===== src/rtl/wakeup_pipe_if.sv =====
// wakeup_pipe_if: issue-port ops in, registered execute ops and wakeup broadcast lanes out
interface wakeup_pipe_if #(
  parameter int WIDTH_REG = 5,
  parameter int WIDTH_TAG = 5,
  parameter int WIDTH_BRM = 3,
  parameter int WIDTH_O   = 7 + WIDTH_BRM + WIDTH_TAG + 2 + 3 * WIDTH_REG
);
  logic [WIDTH_O-1:0]        i_inst1;
  logic [WIDTH_O-1:0]        i_inst2;
  logic                      i_valid1;
  logic                      i_valid2;
  logic [2**WIDTH_BRM-1:0]   i_brkill;
  logic                      i_en;
  logic [WIDTH_O-1:0]        o_ex1;
  logic [WIDTH_O-1:0]        o_ex2;
  logic [1:0]                o_ex_valid;
  logic [4*WIDTH_REG-1:0]    o_wdest4x;
  modport master (
    output i_inst1, i_inst2, i_valid1, i_valid2, i_brkill, i_en,
    input  o_ex1, o_ex2, o_ex_valid, o_wdest4x
  );
  modport slave (
    input  i_inst1, i_inst2, i_valid1, i_valid2, i_brkill, i_en,
    output o_ex1, o_ex2, o_ex_valid, o_wdest4x
  );
endinterface


===== src/rtl/wakeup_pipe.sv =====
// wakeup_pipe: issue-to-execute register stage with short (ALU) and long (MUL/LD) wakeup lanes
module wakeup_pipe #(
  parameter int WIDTH_REG = 5,
  parameter int WIDTH_TAG = 5,
  parameter int WIDTH_BRM = 3,
  parameter int WIDTH_O   = 7 + WIDTH_BRM + WIDTH_TAG + 2 + 3 * WIDTH_REG
) (
  input logic          i_clk,
  input logic          i_rst,
  wakeup_pipe_if.slave bus
);
  localparam int TY_LSB  = 3 * WIDTH_REG;
  localparam int RD_LSB  = 2 * WIDTH_REG;
  localparam int BRT_LSB = TY_LSB + 2 + WIDTH_TAG;
  typedef enum logic [1:0] {TY_ALU, TY_MUL, TY_LD, TY_BR} ty_e;
  typedef struct packed {
    logic                 v;
    logic [WIDTH_BRM-1:0] brt;
    logic [WIDTH_REG-1:0] rd;
  } stg_t;
  logic [1:0][WIDTH_O-1:0]   inst;
  logic [1:0]                vld;
  logic [1:0][WIDTH_O-1:0]   ex;
  logic [1:0]                exv;
  logic [1:0][WIDTH_REG-1:0] lane_s;
  logic [1:0][WIDTH_REG-1:0] lane_l;
  function automatic stg_t kill(input stg_t s, input logic [2**WIDTH_BRM-1:0] k);
    kill   = s;
    kill.v = s.v && !k[s.brt];
  endfunction
  assign inst = {bus.i_inst2, bus.i_inst1};
  assign vld  = {bus.i_valid2, bus.i_valid1};
  for (genvar p = 0; p < 2; p++) begin : g_port
    ty_e                  ty;
    logic [WIDTH_BRM-1:0] brt;
    logic                 acc;
    stg_t                 in_s;
    logic [WIDTH_O-1:0]   ex_q, ex_d;
    logic                 exv_q, exv_d;
    stg_t [2:0]           s_q, s_d;
    assign ty   = ty_e'(inst[p][TY_LSB +: 2]);
    assign brt  = inst[p][BRT_LSB +: WIDTH_BRM];
    assign acc  = bus.i_en && vld[p] && !bus.i_brkill[brt];
    assign in_s = '{v: acc && (ty == TY_MUL || ty == TY_LD), brt: brt, rd: inst[p][RD_LSB +: WIDTH_REG]};
    // accept or hold the op, advance the long lane on enable, then drop anything whose branch is killed
    always_comb begin
      ex_d   = acc ? inst[p] : ex_q;
      exv_d  = (bus.i_en ? acc : exv_q) && !bus.i_brkill[ex_d[BRT_LSB +: WIDTH_BRM]];
      s_d[0] = kill(bus.i_en ? in_s : s_q[0], bus.i_brkill);
      s_d[1] = kill(bus.i_en ? s_q[0] : s_q[1], bus.i_brkill);
      s_d[2] = kill(bus.i_en ? s_q[1] : s_q[2], bus.i_brkill);
    end
    // state registers; reset discards every in-flight op at once
    always_ff @(posedge i_clk or posedge i_rst) begin
      if (i_rst) begin
        ex_q  <= '0;
        exv_q <= 1'b0;
        s_q   <= '0;
      end else begin
        ex_q  <= ex_d;
        exv_q <= exv_d;
        s_q   <= s_d;
      end
    end
    assign ex[p]     = ex_q;
    assign exv[p]    = exv_q;
    assign lane_s[p] = (exv_q && ex_q[TY_LSB +: 2] == TY_ALU) ? ex_q[RD_LSB +: WIDTH_REG] : '0;
    assign lane_l[p] = s_q[2].v ? s_q[2].rd : '0;
  end
  assign bus.o_ex1      = ex[0];
  assign bus.o_ex2      = ex[1];
  assign bus.o_ex_valid = exv;
  assign bus.o_wdest4x  = {lane_l[1], lane_l[0], lane_s[1], lane_s[0]};
endmodule


===== src/flat_wrapper.sv =====
// flat-port wrapper written by rule: the top's interface ports become plain ports
module wakeup_pipe_flat 
#(
  parameter int WIDTH_REG = 5,
  parameter int WIDTH_TAG = 5,
  parameter int WIDTH_BRM = 3,
  parameter int WIDTH_O   = 7 + WIDTH_BRM + WIDTH_TAG + 2 + 3 * WIDTH_REG
)
  (i_clk, i_rst, bus_i_inst1, bus_i_inst2, bus_i_valid1, bus_i_valid2, bus_i_brkill, bus_i_en, bus_o_ex1, bus_o_ex2, bus_o_ex_valid, bus_o_wdest4x);
  wakeup_pipe_if #(.WIDTH_REG(WIDTH_REG), .WIDTH_TAG(WIDTH_TAG), .WIDTH_BRM(WIDTH_BRM), .WIDTH_O(WIDTH_O)) bus_i ();
  input logic i_clk;
  input logic i_rst;
  input wire logic [$bits(bus_i.i_inst1)-1:0] bus_i_inst1;
  input wire logic [$bits(bus_i.i_inst2)-1:0] bus_i_inst2;
  input wire logic [$bits(bus_i.i_valid1)-1:0] bus_i_valid1;
  input wire logic [$bits(bus_i.i_valid2)-1:0] bus_i_valid2;
  input wire logic [$bits(bus_i.i_brkill)-1:0] bus_i_brkill;
  input wire logic [$bits(bus_i.i_en)-1:0] bus_i_en;
  output wire logic [$bits(bus_i.o_ex1)-1:0] bus_o_ex1;
  output wire logic [$bits(bus_i.o_ex2)-1:0] bus_o_ex2;
  output wire logic [$bits(bus_i.o_ex_valid)-1:0] bus_o_ex_valid;
  output wire logic [$bits(bus_i.o_wdest4x)-1:0] bus_o_wdest4x;
  assign bus_i.i_inst1 = bus_i_inst1;
  assign bus_i.i_inst2 = bus_i_inst2;
  assign bus_i.i_valid1 = bus_i_valid1;
  assign bus_i.i_valid2 = bus_i_valid2;
  assign bus_i.i_brkill = bus_i_brkill;
  assign bus_i.i_en = bus_i_en;
  assign bus_o_ex1 = bus_i.o_ex1;
  assign bus_o_ex2 = bus_i.o_ex2;
  assign bus_o_ex_valid = bus_i.o_ex_valid;
  assign bus_o_wdest4x = bus_i.o_wdest4x;
  wakeup_pipe #(.WIDTH_REG(WIDTH_REG), .WIDTH_TAG(WIDTH_TAG), .WIDTH_BRM(WIDTH_BRM), .WIDTH_O(WIDTH_O)) u_core (.i_clk(i_clk), .i_rst(i_rst), .bus(bus_i));
endmodule

===== config.mk =====
export PLATFORM = sky130hd
export DESIGN_NAME = wakeup_pipe_flat
export DESIGN_NICKNAME = d
export VERILOG_FILES = /design/src/rtl/wakeup_pipe_if.sv /design/src/rtl/wakeup_pipe.sv /design/src/flat_wrapper.sv
export SDC_FILE = /design/constraint.sdc
export NUM_CORES = 1
export LEC_CHECK = 0
export ABC_AREA = 1
export CAP_MARGIN = 20
export CORE_AREA = 8 8 113 115
export CTS_CLUSTER_DIAMETER = 80
export CTS_CLUSTER_SIZE = 16
export DETAILED_ROUTE_END_ITERATION = 6
export DIE_AREA = 0 0 121 123
export HOLD_SLACK_MARGIN = 0.1
export PLACE_DENSITY = 0.88
export SYNTH_ARGS = -nofsm -noshare
export SYNTH_HDL_FRONTEND = slang
export SYNTH_SLANG_ARGS = --single-unit

===== constraint.sdc =====
create_clock -name i_clk -period 5.8 [get_ports i_clk]
set_input_delay 0.58 -clock i_clk [delete_from_list [all_inputs] [get_ports i_clk]]
set_output_delay 0.58 -clock i_clk [all_outputs]
set_load 0.005 [all_outputs]

==> results.py, run 1 <==
metrics = {
    "final_layout": {
        "multiInputGateArea_mm2": 0.002091,
        "nFillCells": 868,
        "synthToLayoutAreaGrowth_pct": 41.18,
        "layout.cells.non_filler": 1009,
        "drive_gt1_share_pct": 6.582,
        "nets": 930,
        "num_antenna_cells": 0,
        "postLayoutCellArea_mm2": 0.007712,
        "seq_area_mm2": 0.003003,
    },
    "clock_network": {
        "cts_buffers": 17,
        "clk_latency_ns": 0.41,
        "htreeDepth": 4,
        "postCtsSetupBuffers": 0,
        "holdBufCountCts": 0,
        "cts_sinks": 120,
        "cts_buffer_depth": 2,
        "root_buffer": "clkbuf_16",
        "cts_tree": "built",
        "path_clk_slew_ns": 0.07,
        "cts_resized": 0,
    },
    "pwr": {
        "powerDensity_mw_per_mm2": 343.5,
        "p_sw_share_pct": 30.04,
        "irDropWorstVdd_v": 0.0002819,
        "power_frac_seq_pct": 39.7,
        "pwr-share-comb_pct": 22.3,
        "p_clk_share_pct": 38.1,
        "p_leak_nw": 3.860,
        "internal_power_mw": 1.853,
        "switchingPower_mw": 0.7957,
    },
    "grt": {
        "grt_pass1_wl_um": 25300,
        "grt_antenna_before_repair": 0,
        "grt_pass1_vias": 5091,
        "gr-total-overflow": 0,
        "grt_max_degree": 75,
        "grt_usage_pct": 21.43,
    },
    "critical_path": {
        "startpoint_type": "input port",
        "critical-path-slowest-cell": "clkdlybuf4s50_1",
        "path_cells": "clkdlybuf4s50_1 > inv_2 > nand2_1 > nand3_1 > nand2_1 > nand2_2 > nand3_4 > inv_2 > or2_1 > o21ai_2 > inv_2 > nand2_1 > nor2_1 > nor2_1",
        "cp.required_ns": 6.10,
        "path_class": "in2reg",
        "cp.arrival_ns": 3.06,
        "path_max_fanout": 34,
        "end_kind": "register",
        "r2r-start": "u_core.g_port[1].s_q[14]",
        "max_stage_delay_ns": 0.59,
        "startpoint": "bus_i_brkill[7]",
    },
    "timing": {
        "relSlewSlack_pct": 37.05,
        "tightest_slew_ns": 0.9443,
        "min_period_over_period_pct": 47.64,
        "fin_skew_ns": 0.01030,
        "final-max-slew-violation-count": 0,
        "max_freq_ghz": 0.3619,
        "layout_setup_ws_ns": 3.037,
        "period_needed_ns": 2.763,
        "final-hold-violation-count": 0,
        "setup_viol": 0,
        "fin_setup_tns_ns": 0,
        "rsz0062_at_grt": "no",
    },
    "job": {
        "maxCapViolCount": 0,
    },
    "routing": {
        "num_vias": 5109,
        "drtIter0Drc": 373,
        "wl_per_cell_um": 15.25,
        "drt_first_pass_iters": 7,
        "drtAntennaViolNets": 0,
        "via_per_inst": 5.063,
        "drt_wl_total_um": 15390,
        "drc": 0,
    },
    "placed_design": {
        "routabilityCongestion": 0.9107,
        "dp_cells": 977,
        "placed_area_mm2": 0.007139,
        "place_ws_ns": 2.610,
        "io_buffers": 162,
        "hpwl_um": 10910,
    },
    "run_status": {
        "run_status": "complete, no violations",
    },
    "synth": {
        "yosysSeqAreaShare_pct": 54.97,
        "synth_most_common_cell": "nand2_1",
        "synth_cell_types": 31,
        "synth_edf_count": 0,
        "ys_async_sr_fraction_pct": 100.0,
        "yosysTopAreaCellShare_pct": 54.97,
        "synth.area.top_cells": "dfrtp_1 55%, nand2_1 23%, inv_1 3.6%",
        "synthCells": 698,
        "synth_commonest_cells": "337 x nand2_1, 120 x dfrtp_1, 52 x inv_1",
        "syn-num-nets": 775,
        "synth-seq-cells": 120,
        "synth_ff_type": "dfrtp_1",
        "synth_top_cell_by_area": "dfrtp_1",
        "yosys_warnings": 0,
        "syn_area_mm2": 0.005463,
        "avgSynthCellArea_um2": 7.826,
    },
    "die": {
        "die_w_um": 121,
        "io_pins": 163,
        "rows": 39,
        "dieHeight_um": 123,
        "die_area_mm2": 0.01488,
        "start_util_pct": 49.32,
        "core_mm2": 0.01108,
    },
    "min_path": {
        "worstHoldStart": "u_core.g_port[1].s_q[20]",
        "min_path_type": "reg2reg",
    },
}
[metrics by stage]
stage	util (%)	hold WS, ns	power, mW
2_1_floorplan	-	0.4417	1.308
3_3_place_gp	64.45	0.4530	1.641
3_5_place_dp	64.45	0.4582	1.654
4_1_cts	69.63	0.4741	2.672
5_1_grt	69.63	0.4930	2.792
6_report	69.63	0.4719	2.649
[logic make-up after synthesis]
family / share of synthesized area [%]
simple gates: 29.89
flops: 54.97
buf+inv: 6.757
compound gates: 8.040
xor+xnor: 0.1604
mux: 0.1832
[registers in the layout, indices dropped and copies added, names as in the netlist]
name                 cells
u_core.bus.o_ex1        32
u_core.bus.o_ex2        32
u_core.g_port.exv_q      2
u_core.g_port.s_q       54
[path summary, 6_finish.rpt]
path	to	slack, ns	cells after the start
min	u_core.g_port[1].s_q[20]	0.47	2
min in group asynchronous	u_core.bus.o_ex2[21]	0.71	2
max	u_core.g_port[1].exv_q	3.04	14
max in group asynchronous	u_core.g_port[0].s_q[15]	3.92	3
min reg2reg	u_core.g_port[1].s_q[20]	0.47	2
max reg2reg	u_core.g_port[1].s_q[26]	4.23	7
[worst max-delay path, delay by kind of cell]
kind	cells	cell delay, ns
simple gates	9	1.00
compound gates	1	0.07
buf+inv	4	1.39
[cells in the final DEF (no fill, tap or decap), drive strengths merged, types with 6 or more instances in the layout]
cell / synthesis / layout
a21oi: 6 / 6
clkbuf: 10 / 17
clkdlybuf4s50: 0 / 161
dfrtp: 120 / 120
inv: 62 / 72
nand2: 339 / 339
nand3: 26 / 26
nor2: 42 / 42
o211ai: 8 / 8
o21ai: 41 / 41
or2: 6 / 6
[power groups by stage]
stage / clock network, mW / registers (mW) / logic [mW]
2_1_floorplan: 0 / 1.06 / 0.249
6_report: 1.01 / 1.05 / 0.590
3_3_place_gp: 0 / 1.06 / 0.584
5_1_grt: 1.07 / 1.07 / 0.658
4_1_cts: 1.02 / 1.05 / 0.598
3_5_place_dp: 0 / 1.06 / 0.592
[routing by layer]
metal / wire length (um) / vias to the layer above / track usage, %
met1: 6198 / 2426 / 25.79
met3: 1202 / 30 / 7.580
met4: 377 / 0 / 8.587
li1: - / 2484 / -
met5: 0 / - / 0
met2: 7611 / 169 / 34.65
[area by class of cell]
| class | instances | area share, % |
|---|---|---|
| inverter | 62 | 3.050 |
| clock inverter | 15 | 1.914 |
| multi-input combinational | 488 | 27.11 |
| timing repair buffer | 164 | 21.16 |
| clock buffer | 17 | 5.516 |
| tap | 143 | 2.320 |
| sequential | 120 | 38.94 |
(Power assumes the default switching activity.)
==> inputs of run 2 (changes only) <==
--- a/config.mk
+++ b/config.mk
@@ -7,13 +7,13 @@
 export LEC_CHECK = 0
 export ABC_AREA = 1
 export CAP_MARGIN = 20
-export CORE_AREA = 8 8 113 115
+export CORE_AREA = 8 8 117 119
 export CTS_CLUSTER_DIAMETER = 80
 export CTS_CLUSTER_SIZE = 16
 export DETAILED_ROUTE_END_ITERATION = 6
-export DIE_AREA = 0 0 121 123
+export DIE_AREA = 0 0 125 127
 export HOLD_SLACK_MARGIN = 0.1
-export PLACE_DENSITY = 0.88
+export PLACE_DENSITY = 0.83
 export SYNTH_ARGS = -nofsm -noshare
 export SYNTH_HDL_FRONTEND = slang
 export SYNTH_SLANG_ARGS = --single-unit
==> constraint.sdc (replaced) <==
create_clock -name i_clk -period 2.74 [get_ports i_clk]
set_input_delay 0.274 -clock i_clk [delete_from_list [all_inputs] [get_ports i_clk]]
set_output_delay 0.274 -clock i_clk [all_outputs]
set_load 0.005 [all_outputs]
==> results.py, run 2 (same netlist as run 1, synthesis figures left out) <==
metrics = {
    "grt": {
        "grt_pass1_vias": 5091,
        "grt_pass1_wl_um": 25340,
        "grt_use_met1_pct": 22.89,
        "use_met2_pct": 32.57,
        "grt_max_degree": 121,
        "grt_util_met3_pct": 6.905,
        "gr-total-overflow": 0,
        "busiest_layer": "met2",
        "grt_usage_pct": 19.78,
        "grt_antenna_before_repair": 0,
    },
    "critical_path": {
        "cp.depth": 4,
        "path_cells": "nor2_1 > nand2_1 > nor2_1 > clkdlybuf4s50_1",
        "path_max_fanout": 5,
        "critPathMostFrequentCell": "nor2_1",
        "path_class": "reg2out",
        "critical-path-slowest-cell": "clkdlybuf4s50_1",
        "cp.buffers_inverters": 1,
        "cp_top_family": "buffers and inverters",
        "end_kind": "primary output",
        "reg2reg_depth": 7,
        "max_stage_delay_ns": 0.54,
        "cp.required_ns": 2.47,
        "cp.arrival_ns": 1.86,
        "startpoint_type": "register",
    },
    "placed_design": {
        "place_ws_ns": 0.4809,
        "io_buffers": 162,
        "routabilityCongestion": 0.8783,
        "placed_area_mm2": 0.007211,
        "hpwl_um": 10950,
    },
    "timing": {
        "max_freq_ghz": 0.4689,
        "final-hold-violation-count": 0,
        "min_period_over_period_pct": 77.84,
        "fin_skew_ns": 0.01586,
        "layout_setup_ws_ns": 0.6073,
        "period_needed_ns": 2.133,
        "fin_setup_tns_ns": 0,
        "relSlewSlack_pct": 58.31,
        "setup_viol": 0,
        "final-max-slew-violation-count": 0,
        "tightest_slew_ns": 0.6253,
        "rsz0062_at_grt": "no",
        "hold_slack_ns": 0.3668,
    },
    "final_layout": {
        "nets": 937,
        "num_antenna_cells": 0,
        "layout_commonest_cell": "nand2_1",
        "final_util_pct": 65.95,
        "drive_gt1_share_pct": 7.331,
        "synthToLayoutAreaGrowth_pct": 42.60,
        "postLayoutCellArea_mm2": 0.007790,
        "largest-register": "u_core.g_port.s_q",
        "largest_reg_flops": 54,
        "final_cell_mix": "337 x nand2_1, 161 x clkdlybuf4s50_1, 120 x dfrtp_1",
    },
    "die": {
        "rows": 40,
        "die_area_mm2": 0.01588,
        "io_pins": 163,
        "die_w_um": 125,
        "start_util_pct": 46.25,
        "dieHeight_um": 127,
        "core_mm2": 0.01181,
    },
    "min_path": {
        "min_path_type": "in2reg",
        "hold_depth": 3,
    },
    "pwr": {
        "powerDensity_mw_per_mm2": 724.1,
        "irDropWorstVdd_v": 0.0003612,
        "p_leak_nw": 3.893,
    },
    "clock_network": {
        "cts_buffer_depth": 2,
        "cts_buffers": 17,
        "root_buffer": "clkbuf_16",
        "clk_latency_ns": 0.41,
        "path_clk_slew_ns": 0.06,
        "cts_resized": 0,
        "cts_tree": "built",
        "holdBufCountCts": 0,
        "postCtsSetupBuffers": 0,
        "htreeDepth": 4,
        "cts_sinks": 120,
    },
    "routing": {
        "wl_per_cell_um": 15.14,
        "drtAntennaViolNets": 0,
        "num_vias": 5025,
        "drtIter0Drc": 319,
        "drt_wl_total_um": 15450,
        "drt_first_pass_iters": 5,
        "via_per_inst": 4.926,
        "drc": 0,
    },
    "run_status": {
        "run_status": "complete, no violations",
    },
    "job": {
        "maxCapViolCount": 0,
    },
}
==> run 2: cell count changes in the layout (fill, tap and decap cells not counted) <==
cell / change
buf_4: +6
inv_8: -3
clkinv_4: +2
clkinvlp_4: +2
inv_6: -2
buf_12: +1
bufinv_16: +1
clkbuf_8: +1
clkinv_2: +1
clkinv_8: -1
inv_4: -1
==> run 2: per-stage QoR <==
stage | std cells | power [mW]
after detailed placement | 988 | 3.509
final | 1020 | 5.641
after global placement | 988 | 3.484
after global routing | 1020 | 5.936
after CTS | 1020 | 5.695
after floorplan | 698 | 2.769
==> run 2: layout make-up <==
| type | instances | area (um2) |
|---|---|---|
| fillers | 967 | 4021 |
| clock buffers | 18 | 439.2 |
| inverters | 62 | 236.5 |
| flip-flops and latches | 120 | 3003 |
| repair buffers | 171 | 1697 |
| multi-input cells | 488 | 2091 |
| well taps | 147 | 183.9 |
| clock inverters | 14 | 140.1 |
==> run 2: where the power goes <==
part	internal (mW)	leakage [nW]	switching, mW
clock	1.29	0.273	0.872
sequential	2.06	1.50	0.165
combinational	0.667	2.12	0.586
total	4.02	3.89	1.62
==> run 2: worst register-to-register path: cells and delay by family, from the launching register on <==
family	cells	cell delay, ns
compound gates	3	0.79
flops	1	0.36
buf+inv	1	0.08
simple gates	3	0.25
==> run 2: worst paths after layout <==
check / slack, ns / endpoint / startpoint
hold reg to reg: 0.47 / u_core.g_port[1].s_q[21] / u_core.g_port[1].s_q[21]
setup reg to reg: 1.20 / u_core.g_port[1].s_q[26] / u_core.g_port[1].s_q[14]
max in group asynchronous: 1.87 / u_core.bus.o_ex2[9] / i_rst
min in group asynchronous: 0.40 / u_core.g_port[0].s_q[13] / i_rst
setup / recovery: 0.61 / bus_o_wdest4x[8] / u_core.bus.o_ex2[16]
hold / removal: 0.37 / u_core.g_port[0].s_q[16] / bus_i_en
==> run 2: per-layer routing <==
layer  up-vias  wire length (um)
met5         -                 0
met4         0               395
met3        28              1184
met2       162              7550
met1      2337              6317
li1       2498                 -
==> inputs of run 3 (changes only) <==
--- a/config.mk
+++ b/config.mk
@@ -7,13 +7,13 @@
 export LEC_CHECK = 0
 export ABC_AREA = 1
 export CAP_MARGIN = 20
-export CORE_AREA = 8 8 117 119
+export CORE_AREA = 8 8 122 124
 export CTS_CLUSTER_DIAMETER = 80
 export CTS_CLUSTER_SIZE = 16
 export DETAILED_ROUTE_END_ITERATION = 6
-export DIE_AREA = 0 0 125 127
+export DIE_AREA = 0 0 130 132
 export HOLD_SLACK_MARGIN = 0.1
-export PLACE_DENSITY = 0.83
+export PLACE_DENSITY = 0.8
 export SYNTH_ARGS = -nofsm -noshare
 export SYNTH_HDL_FRONTEND = slang
 export SYNTH_SLANG_ARGS = --single-unit
==> constraint.sdc (replaced) <==
create_clock -name i_clk -period 1.9 [get_ports i_clk]
set_input_delay 0.19 -clock i_clk [delete_from_list [all_inputs] [get_ports i_clk]]
set_output_delay 0.19 -clock i_clk [all_outputs]
set_load 0.005 [all_outputs]
==> results.py, run 3 (same netlist as run 1, synthesis figures left out) <==
metrics = {
    "critical_path": {
        "reg2reg_depth": 6,
        "startpoint_type": "register",
        "cp.required_ns": 1.71,
        "path_class": "reg2out",
        "max_stage_delay_ns": 0.51,
        "end_kind": "primary output",
        "critical-path-slowest-cell": "clkdlybuf4s50_1",
        "path_max_fanout": 4,
        "cp.arrival_ns": 1.65,
        "cp.depth": 4,
        "path_cells": "nor2_4 > nand2_4 > nor2_1 > clkdlybuf4s50_1",
        "r2r_slack_ns": 0.48,
        "cp.buffers_inverters": 1,
        "cp_top_family": "buffers and inverters",
    },
    "routing": {
        "drtAntennaViolNets": 0,
        "wl_met1_um": 6396,
        "drt_first_pass_iters": 5,
        "wl_per_cell_um": 14.63,
        "route.met2.wl_um": 7837,
        "num_vias": 5223,
        "top_layer_used": "met4",
        "via_per_inst": 4.792,
        "drt_wl_total_um": 15940,
        "wl_met3_um": 1300,
        "drc": 0,
        "drtIter0Drc": 335,
    },
    "final_layout": {
        "drive_gt1_share_pct": 12.04,
        "final_util_pct": 63.78,
        "largest-register": "u_core.g_port.s_q",
        "largest_reg_flops": 54,
        "final_cell_mix": "336 x nand2_1, 157 x clkdlybuf4s50_1, 120 x dfrtp_1",
        "postLayoutCellArea_mm2": 0.008279,
        "nets": 978,
        "layout_commonest_cell": "nand2_1",
        "layout.cells.non_filler": 1090,
        "synthToLayoutAreaGrowth_pct": 51.56,
        "num_antenna_cells": 0,
    },
    "clock_network": {
        "clk_latency_ns": 0.40,
        "cts_tree": "built",
        "cts_sinks": 120,
        "holdBufCountCts": 0,
        "cts_buffers": 17,
        "cts_buffer_depth": 2,
        "path_clk_slew_ns": 0.06,
        "root_buffer": "clkbuf_16",
        "htreeDepth": 4,
    },
    "timing": {
        "final-max-slew-violation-count": 0,
        "min_period_over_period_pct": 96.82,
        "tightest_slew_ns": 0.4193,
        "hold_slack_ns": 0.2454,
        "setup_viol": 0,
        "period_needed_ns": 1.840,
        "fin_skew_ns": 0.004441,
        "final-hold-violation-count": 0,
        "relSlewSlack_pct": 71.86,
        "fin_setup_tns_ns": 0,
        "max_freq_ghz": 0.5436,
    },
    "run_status": {
        "run_status": "complete, no violations",
    },
    "job": {
        "maxCapViolCount": 0,
    },
    "die": {
        "rows": 42,
        "die_w_um": 130,
        "dieHeight_um": 132,
        "core_mm2": 0.01298,
        "die_area_mm2": 0.01716,
        "start_util_pct": 42.09,
        "io_pins": 163,
    },
    "pwr": {
        "irDropWorstVdd_v": 0.0005460,
        "p_clk_share_pct": 38.3,
        "internal_power_mw": 6.001,
        "switchingPower_mw": 2.368,
        "p_sw_share_pct": 28.30,
        "powerDensity_mw_per_mm2": 1011,
        "p_leak_nw": 4.190,
        "pwr-share-comb_pct": 23.3,
        "power_frac_seq_pct": 38.5,
    },
    "grt": {
        "grt_pass1_wl_um": 26910,
        "grt_antenna_before_repair": 0,
        "grt_usage_pct": 19.65,
        "gr-total-overflow": 0,
        "grt_max_degree": 62,
        "grt_pass1_vias": 5469,
    },
    "placed_design": {
        "io_buffers": 162,
        "routabilityCongestion": 0.9314,
        "dp_cells": 1055,
        "placed_area_mm2": 0.007632,
        "hpwl_um": 11680,
    },
    "min_path": {
        "min_path_type": "in2async",
    },
}
-- run 3: cell types whose count changed in the layout (fill, tap and decap cells not counted), sizes merged, moves of 2 or more --
cell	change
inv	+2
clkinv	-2
dlygate4sd2	+2
clkdlybuf4s50	-4
dlymetal6s2s	+2
buf	+41
-- run 3: power by group through the flow --
stage	Sequential (mW)	Combinational, mW	Clock (mW)
6_report	3.22	1.95	3.20
5_1_grt	3.27	2.17	3.38
4_1_cts	3.22	1.95	3.26
3_5_place_dp	3.24	1.93	0
3_3_place_gp	3.24	1.90	0
2_1_floorplan	3.23	0.762	0
-- run 3: final cells by class --
class / instances / area (um2)
Inverter: 62 / 236.5
Fill cell: 1078 / 4701
Clock inverter: 14 / 160.2
Multi-Input combinational cell: 488 / 2123
Sequential cell: 120 / 3003
Timing Repair Buffer: 212 / 2107
Clock buffer: 18 / 429.2
Tap cell: 176 / 220.2
-- run 3: timing repair --
| item | CTS | global route |
|---|---|---|
| setup endpoints to repair | 9 | 8 |
| resized for setup | 5 | 8 |
| setup buffers | 2 | 1 |
| pin swaps | 0 | 1 |
-- run 3: path summary, 6_finish.rpt --
kind | start | to
hold reg to reg | u_core.g_port[0].s_q[2] | u_core.g_port[0].s_q[2]
max in group asynchronous | i_rst | u_core.bus.o_ex2[1]
min in group i_clk | bus_i_en | u_core.g_port[1].s_q[16]
setup reg to reg | u_core.g_port[1].s_q[14] | u_core.g_port[1].s_q[17]
setup / recovery | u_core.bus.o_ex2[16] | bus_o_wdest4x[5]
hold / removal | i_rst | u_core.g_port[0].s_q[22]
-- run 3: metal layers --
layer,up-vias,GRT usage (%)
li1,2585,-
met1,2412,22.72
met2,193,31.81
met3,33,6.796
met4,0,9.296
met5,-,0
-- run 3: worst reg2reg max path, cell delays in order, from the launching register on --
cell and delay (ns):
dfrtp_1 0.32, inv_1 0.06, o21ai_2 0.30, nor2_1 0.09
o311ai_1 0.34, o211ai_1 0.13, nor2_1 0.11
-- run 3: per-stage QoR --
stage	setup slack (ns)	power (mW)
global route	-0.01020	8.831
CTS	0.004615	8.431
detailed placement	-0.09337	5.170
global placement	-0.03135	5.134
floorplan	0.2407	3.993
finish	0.06047	8.370
